===== src/rtl/mem_sramlike_ctrl.sv =====
// Data-side SRAM-like bus master for the memory stage.
// One bus transaction per load/store, pipeline stalled until it completes.
module mem_sramlike_ctrl #(
    parameter bit MAP_KSEG = 1'b1
) (
    input  logic        clk,
    input  logic        rstn,
    input  logic        en_i,
    input  logic        mem_read_i,
    input  logic        mem_write_i,
    input  logic [2:0]  mem_type_i,
    input  logic [31:0] addr_i,
    input  logic [31:0] wdata_i,
    input  logic        flush_i,
    input  logic        pipe_stall_i,
    output logic        stall_o,
    output logic [31:0] rdata_o,
    output logic        rdata_valid_o,
    output logic        adel_o,
    output logic        ades_o,
    output logic [31:0] bad_vaddr_o,
    output logic        data_req,
    output logic        data_wr,
    output logic [1:0]  data_size,
    output logic [31:0] data_addr,
    output logic [31:0] data_wdata,
    input  logic [31:0] data_rdata,
    input  logic        data_addr_ok,
    input  logic        data_data_ok
);

    typedef enum logic [1:0] {S_IDLE, S_REQ, S_WAIT, S_DONE} state_t;

    state_t      state;
    logic        cancel;
    logic [1:0]  off_q;
    logic [2:0]  type_q;

    logic        is_byte;
    logic        is_half;
    logic        is_word;
    logic        rw;
    logic        misaligned;
    logic        exc;
    logic        start;
    logic [1:0]  size_c;
    logic [31:0] lane_c;
    logic [31:0] addr_map;
    logic [7:0]  rd_byte;
    logic [15:0] rd_half;
    logic [31:0] load_c;

    // Decode access width, alignment, exceptions and the start condition
    always_comb begin
        is_byte    = (mem_type_i[2:1] == 2'b00);
        is_half    = (mem_type_i[2:1] == 2'b01);
        is_word    = !is_byte && !is_half;
        rw         = mem_read_i | mem_write_i;
        misaligned = (is_half & addr_i[0]) | (is_word & (|addr_i[1:0]));
        exc        = en_i & rw & !flush_i & misaligned;
        adel_o     = exc & !mem_write_i;
        ades_o     = exc & mem_write_i;
        bad_vaddr_o = exc ? addr_i : 32'h0;
        start      = (state == S_IDLE) & en_i & rw & !misaligned & !flush_i;
        stall_o    = start | (state == S_REQ) | (state == S_WAIT);
        size_c     = 2'd2;
        lane_c     = wdata_i;
        unique case (1'b1)
            is_byte: begin
                size_c = 2'd0;
                lane_c = {4{wdata_i[7:0]}};
            end
            is_half: begin
                size_c = 2'd1;
                lane_c = {2{wdata_i[15:0]}};
            end
            default: begin
                size_c = 2'd2;
                lane_c = wdata_i;
            end
        endcase
        if (MAP_KSEG && addr_i[31:30] == 2'b10)
            addr_map = {3'b000, addr_i[28:0]};
        else
            addr_map = addr_i;
    end

    // Pick the addressed byte/half from the bus word and extend it
    always_comb begin
        rd_byte = data_rdata[{off_q, 3'b000} +: 8];
        rd_half = off_q[1] ? data_rdata[31:16] : data_rdata[15:0];
        case (type_q)
            3'b000:  load_c = {{24{rd_byte[7]}}, rd_byte};
            3'b001:  load_c = {24'h0, rd_byte};
            3'b010:  load_c = {{16{rd_half[15]}}, rd_half};
            3'b011:  load_c = {16'h0, rd_half};
            default: load_c = data_rdata;
        endcase
    end

    // Transaction FSM with registered bus and result outputs
    always_ff @(posedge clk or negedge rstn) begin
        if (!rstn) begin
            state         <= S_IDLE;
            cancel        <= 1'b0;
            off_q         <= 2'b00;
            type_q        <= 3'b000;
            rdata_o       <= 32'h0;
            rdata_valid_o <= 1'b0;
            data_req      <= 1'b0;
            data_wr       <= 1'b0;
            data_size     <= 2'd0;
            data_addr     <= 32'h0;
            data_wdata    <= 32'h0;
        end else begin
            case (state)
                S_IDLE: begin
                    if (start) begin
                        state      <= S_REQ;
                        data_req   <= 1'b1;
                        data_wr    <= mem_write_i;
                        data_size  <= size_c;
                        data_addr  <= addr_map;
                        data_wdata <= lane_c;
                        off_q      <= addr_i[1:0];
                        type_q     <= mem_type_i;
                        cancel     <= 1'b0;
                    end
                end
                S_REQ: begin
                    if (data_addr_ok) begin
                        data_req <= 1'b0;
                        if (data_data_ok) begin
                            if (flush_i) begin
                                state <= S_IDLE;
                            end else begin
                                state         <= S_DONE;
                                rdata_valid_o <= !data_wr;
                                if (!data_wr)
                                    rdata_o <= load_c;
                            end
                        end else begin
                            state  <= S_WAIT;
                            cancel <= flush_i;
                        end
                    end else if (flush_i) begin
                        state    <= S_IDLE;
                        data_req <= 1'b0;
                    end
                end
                S_WAIT: begin
                    if (data_data_ok) begin
                        if (cancel || flush_i) begin
                            state <= S_IDLE;
                        end else begin
                            state         <= S_DONE;
                            rdata_valid_o <= !data_wr;
                            if (!data_wr)
                                rdata_o <= load_c;
                        end
                        cancel <= 1'b0;
                    end else if (flush_i) begin
                        cancel <= 1'b1;
                    end
                end
                default: begin
                    if (flush_i || !pipe_stall_i) begin
                        state         <= S_IDLE;
                        rdata_valid_o <= 1'b0;
                    end
                end
            endcase
        end
    end

endmodule

===== config.mk =====
export PLATFORM = sky130hd
export DESIGN_NAME = mem_sramlike_ctrl
export DESIGN_NICKNAME = d
export VERILOG_FILES = /design/src/rtl/mem_sramlike_ctrl.sv
export SDC_FILE = /design/constraint.sdc
export NUM_CORES = 1
export LEC_CHECK = 0
export ABC_CLOCK_PERIOD_IN_PS = 5800
export CELL_PAD_IN_SITES_DETAIL_PLACEMENT = 2
export CELL_PAD_IN_SITES_GLOBAL_PLACEMENT = 2
export CORE_ASPECT_RATIO = 0.5
export CORE_MARGIN = 2
export CORE_UTILIZATION = 30
export CTS_CLUSTER_DIAMETER = 200
export DETAILED_ROUTE_END_ITERATION = 7
export DONT_BUFFER_PORTS = 1
export PLACE_DENSITY_LB_ADDON = 0.3
export SLEW_MARGIN = 25
export SYNTH_ARGS = -nofsm -noshare
export SYNTH_HDL_FRONTEND = slang
export SYNTH_SLANG_ARGS = --single-unit

===== constraint.sdc =====
create_clock -name clk -period 5.8 [get_ports clk]
set_input_delay 0 -clock clk [delete_from_list [all_inputs] [get_ports clk]]
set_output_delay 0 -clock clk [all_outputs]
set_load 0.01 [all_outputs]

# After elaboration in Yosys (flattened, before gate mapping)
# Cells that the tools add are included.
dict set report classes {
  n_mux 39
  reduce_logical 25
  n_bitwise 16
  n_eq_ne 16
  shifts 1
}
# cell count
set op_table {}
lappend op_table {{two-way mux 32 bit} 8}
lappend op_table {{case mux 32 bit (2 select lines)} 2}
lappend op_table {{case mux 32 bit (4 select lines)} 1}
lappend op_table {{variable part select 32 x 6 -> 8 bit} 1}
lappend op_table {{two-way mux 16 bit} 1}
lappend op_table {{two-way mux 2 bit} 8}
lappend op_table {{two-way mux 1 bit} 14}
lappend op_table {{!= test 2 bit (second input constant)} 7}
lappend op_table {{AND 1 bit} 11}
lappend op_table {{logical NOT 1 bit} 7}
lappend op_table {{AND reduction 7 bit} 1}
lappend op_table {{equality test 3 x 2 -> 1 bit (second input constant)} 2}
lappend op_table {{!= test 3 bit (second input constant)} 2}
lappend op_table {{case mux 1 bit (3 select lines)} 2}
lappend op_table {{case mux 2 bit (3 select lines)} 1}
lappend op_table {{AND reduction 6 bit} 1}
lappend op_table {{nonzero test 3 bit} 2}
lappend op_table {{AND reduction 5 bit} 1}
lappend op_table {{equality test 2 x 1 -> 1 bit (second input constant)} 2}
lappend op_table {{equality test 2 bit (second input constant)} 2}
lappend op_table {{logical NOT 2 bit} 2}
lappend op_table {{bitwise OR 1 bit} 4}
lappend op_table {{case mux 2 bit (2 select lines)} 1}
lappend op_table {{AND reduction 4 bit} 1}
lappend op_table {{other kinds (11)} 13}
dict set report totals {
  reg_bits 109
  out_inout_bits 136
  wordCells 108
  in_bits 108
}

# Logic depth before layout (Yosys ltp)
dict set report logic_depth {
  ltp_word 10
  mapped_depth 9
  mapped_depth_nobuf 6
}

# Worst setup path after synthesis
# No wires, ideal clock.
dict set report synth_path {
  path_kind {register -> register}
  startpoint {reg state[1]}
  endpoint {reg rdata_o[10]}
  setup_slack_ps 3969
  arrival_ps 1713
  path_buffers 2
  required_ps 5682
  setup_ps 118
  path_stages_with_launch 9
  path_cell_list {dfrtp_1 inv_1 ha_1 buf_2 mux2_2 nand3_1 clkbuf_1 a221oi_1 a21o_1}
}
dict set report synth_via {
  elab_chain_cells 3
  word_cells_on_any_way 10
}
# element line_no
set synth_lines {}
lappend synth_lines {{start: declaration} 34} ;# state_t state;
lappend synth_lines {{start signal: assignment} 104} ;# state <= S_IDLE;
lappend synth_lines {{start signal: assignment} 119} ;# state <= S_REQ;
lappend synth_lines {{start signal: assignment} 135} ;# state <= S_IDLE;
lappend synth_lines {{equality test 2 bit or equality test 2 x 1 -> 1 bit (tied branches)} 116} ;# case (state)
lappend synth_lines {{!= test 2 bit (no line) or nonzero test 2 bit (tied branches)} n/a}
lappend synth_lines {{AND reduction 6 bit (no line)} n/a}
lappend synth_lines {{end signal: assignment} 140} ;# rdata_o <= load_c;
lappend synth_lines {{end signal: assignment} 159} ;# rdata_o <= load_c;
lappend synth_lines {{end: declaration} 17} ;# output logic [31:0] rdata_o,
# Several ways; a longest one is shown, not always the timed one.
# A chain may end at the register's enable or synchronous reset.

# Final worst setup path
dict set report layout_path {
  startpoint {reg state[1]}
  endpoint {reg rdata_o[18]}
}
# The elaborated chain is that of the path after synthesis.

==> run_results.csv <==
group,metric,value,unit
outcome,status,"completed",
grt,grt_pass1_wl,28200,um
worst_setup_path,reg2reg_depth,6,
synth,synth_nets,603,
finish,layout_commonest_cell,"dlygate4sd3_1",
worst_setup_path,arrival,2.63,ns
sta,finalCritPeriodShare,0.417,
finish,finish.utilization,0.398,
power,swShare,0.394,
synth,syn_area_per_cell,10.7,um^2
drt,drc,0,
sta,relSlewSlack,0.513,
finish,syn_to_final_growth,31.1,%
sta,setup_viol,0,
drt,dr.pass1.iters,4,
grt,grt_max_degree,108,
cts,cts-root-buf,"clkbuf_16",
place,place.port_buffers,0,
worst_setup_path,cp-end-kind,"register",
worst_setup_path,start_kind,"register",
drt,avgViaCountPerCell,5.11,
synth,synthArstFlopShare,1.00,
sta,fmax,413,MHz
die,core,17200,um^2
finish,n_fill_cell,1791,
synth,synth_seq_cells,107,
worst_setup_path,required,6.01,ns
die,start_util,0.304,
worst_setup_path,r2r_start,"state[1]",
synth,yosys.area.top_type,"dfrtp_1",
sta,finalCriticalPeriod,2.42,ns
grt,grt_pass1_vias,4771,
synth,synthCells,491,
synth,synth_edf_count,0,
power,pwr-share-seq,0.530,
drt,drtIter0Drc,173,
place,globalplace.congestion,0.755,
power,p_clk_frac,0.206,
drt,routed_wl,17800,um
sta,finClkSkew,0.00839,ns
synth,synth.top_cell.area_share,0.512,
finish,instances_no_fill,824,
cts,cts_tree,"yes",
synth,synthesis.area,5230,um^2
power,p_leak,3.00,nW
synth,yosys_most_used_dff,"dfrtp_1",
cts,numCtsBuffers,9,
grt,grt-ovfl-total,0,
place,dp_hpwl,11100,um
drt,via_count,4214,
cts,postCtsResizedCells,0,
worst_setup_path,r2r_end,"rdata_o[18]",
finish,fin_nets,695,
place,place_inst,697,
power,power.density,456,nW/um^2
worst_setup_path,cp-startpoint,"state[1]",
sta,final-hold-violation-count,0,
synth,yosysUniqueCellTypes,46,
cts,clkLatencyLatePin,0.35,ns
worst_setup_path,crit_fanout,17,
drt,postRouteAntennaNets,0,
worst_setup_path,criticalPathCategory,"register to register",
drt,wl_per_cell,21.6,um
power,internal_power,0.00189,W
worst_setup_path,rrSetupSlack,3.38,ns
power,comb_power_share,0.264,
die,die_h,97.4,um
die,dieArea,18600,um^2
worst_setup_path,worstSetupEndpoint,"rdata_o[18]",
cts,cts_sinks,107,
cts,clkTransAtPathRegs,0.07,ns
synth,synthTopCellsByArea,"dfrtp_1 51%, mux2_2 11%, mux2i_1 5.0%",
sta,setup-tns-final,0,ns
grt,grt_usage,0.198,
power,switchingPower,0.00123,W
die,die_w,191,um
sta,tightest_slew,0.731,ns
sta,maxSlewViolCount,0,
finish,drive_gt1_frac,0.146,
synth,yosys_warnings,0,
cts,htreeDepth,3,
grt,antenna_found_initial,2,
power,max-vdd-ir-drop,0.156,mV
synth,synth.yosys.seq_area_share,0.512,
die,rows,34,
cts,max-clock-path-buffers,2,
finish,layout_common_cells,"107 x dlygate4sd3_1, 106 x dfrtp_1, 64 x nand2_1",
sta,rsz0062_at_grt,"no",
die,io_pins,244,
worst_hold_path,hold_path.class,"primary input to register",
power,power,0.00312,W
job,drv_cap,0,
[power by group through the flow]
stage,Sequential (W),Combinational [W],Clock [W]
global placement,0.00166,0.000683,0
floorplan,0.00148,0.000637,0
finish,0.00165,0.000824,0.000644
CTS,0.00166,0.000818,0.000667
global route,0.00171,0.000930,0.000695
detailed placement,0.00167,0.000725,0
[routing by layer]
layer	wire, um	vias to the layer above	GRT usage
li1	-	1892	-
met2	9220	133	0.349
met3	1180	25	0.0639
met1	7070	2164	0.230
met5	0	-	0
met4	303	0	0.0543
[final cells by class]
cell class,instances,area (um^2),share of cell area
clock buffer,13,260,0.0380
antenna,2,5.00,0.000730
sequential,107,2680,0.391
timing repair buffer,112,1140,0.166
multi-input combinational,338,2370,0.346
clock inverter,3,46.3,0.00675
tap,234,293,0.0427
inverter,15,56.3,0.00821
[Yosys cell counts, types with 2 or more instances]
library cell / count
mux2i_1: 26
a21oi_1: 27
nand2_1: 64
a222oi_1: 8
clkbuf_1: 17
nor2_1: 29
buf_2: 12
nor2b_1: 6
and2_1: 34
a21o_1: 9
nor2_2: 2
dfrtp_1: 107
mux2_2: 50
inv_1: 15
o21a_1: 2
nor4_1: 2
ha_1: 4
mux2_1: 5
o21ai_0: 38
a221oi_1: 8
[registers in the layout, summed over array words and instances, names as in the netlist]
signal,flops
data_wr,1
data_wdata,32
type_q,3
data_size,2
state,2
rdata_o,32
rdata_valid_o,1
data_addr,32
cancel,1
data_req,1
[cells by family (layout without fill, tap and decap cells)]
kind of cell,after synthesis,in the layout,synth area share
muxes,82,82,0.172
adders and majority gates,4,4,0.00957
and+or+nand+nor,147,147,0.135
other,0,2,0
DFF,107,107,0.512
AOI/OAI and AO/OA,105,105,0.133
buffers and inverters,46,143,0.0380
[repair_timing]
| action | 4_1_cts | 5_1_grt |
|---|---|---|
| endpoints found under the setup margin | 0 | 0 |
| hold endpoints to repair | 213 | 0 |
| hold buffers | 109 | 0 |
| buffers inserted | 0 | 0 |
[metrics by stage]
| step | hold WS (ns) | setup slack (ns) | cell area [um^2] |
|---|---|---|---|
| final | 0.00182 | 3.38 | 6860 |
| after global routing | 0.0181 | 3.14 | 6860 |
| after CTS | 0.000346 | 3.14 | 6840 |
| after detailed placement | -0.293 | 3.19 | 5420 |
| after global placement | -0.294 | 3.35 | 5420 |
| after floorplan | -0.296 | 3.97 | 5230 |
[worst max-delay path, stage by stage (launching register included)]
cell     delay [ns]
dfrtp_1        0.41
inv_1          0.09
ha_1           0.34
mux2_2         0.24
and3_1         0.57
o31a_2         0.50
a21oi_1        0.13
[worst min path at each step]
stage	from	endpoint	slack (ns)	cells after the start
4_1_cts	mem_type_i[2]	data_size[1]	0.0003	2
2_1_floorplan	rstn	cancel	-0.30	0
6_report	wdata_i[1]	data_wdata[25]	0.002	4
3_5_place_dp	rstn	data_addr[26]	-0.29	0
3_3_place_gp	rstn	data_addr[26]	-0.29	0
5_1_grt	mem_type_i[2]	type_q[2]	0.02	2
Power figures use the tool's default switching activity.
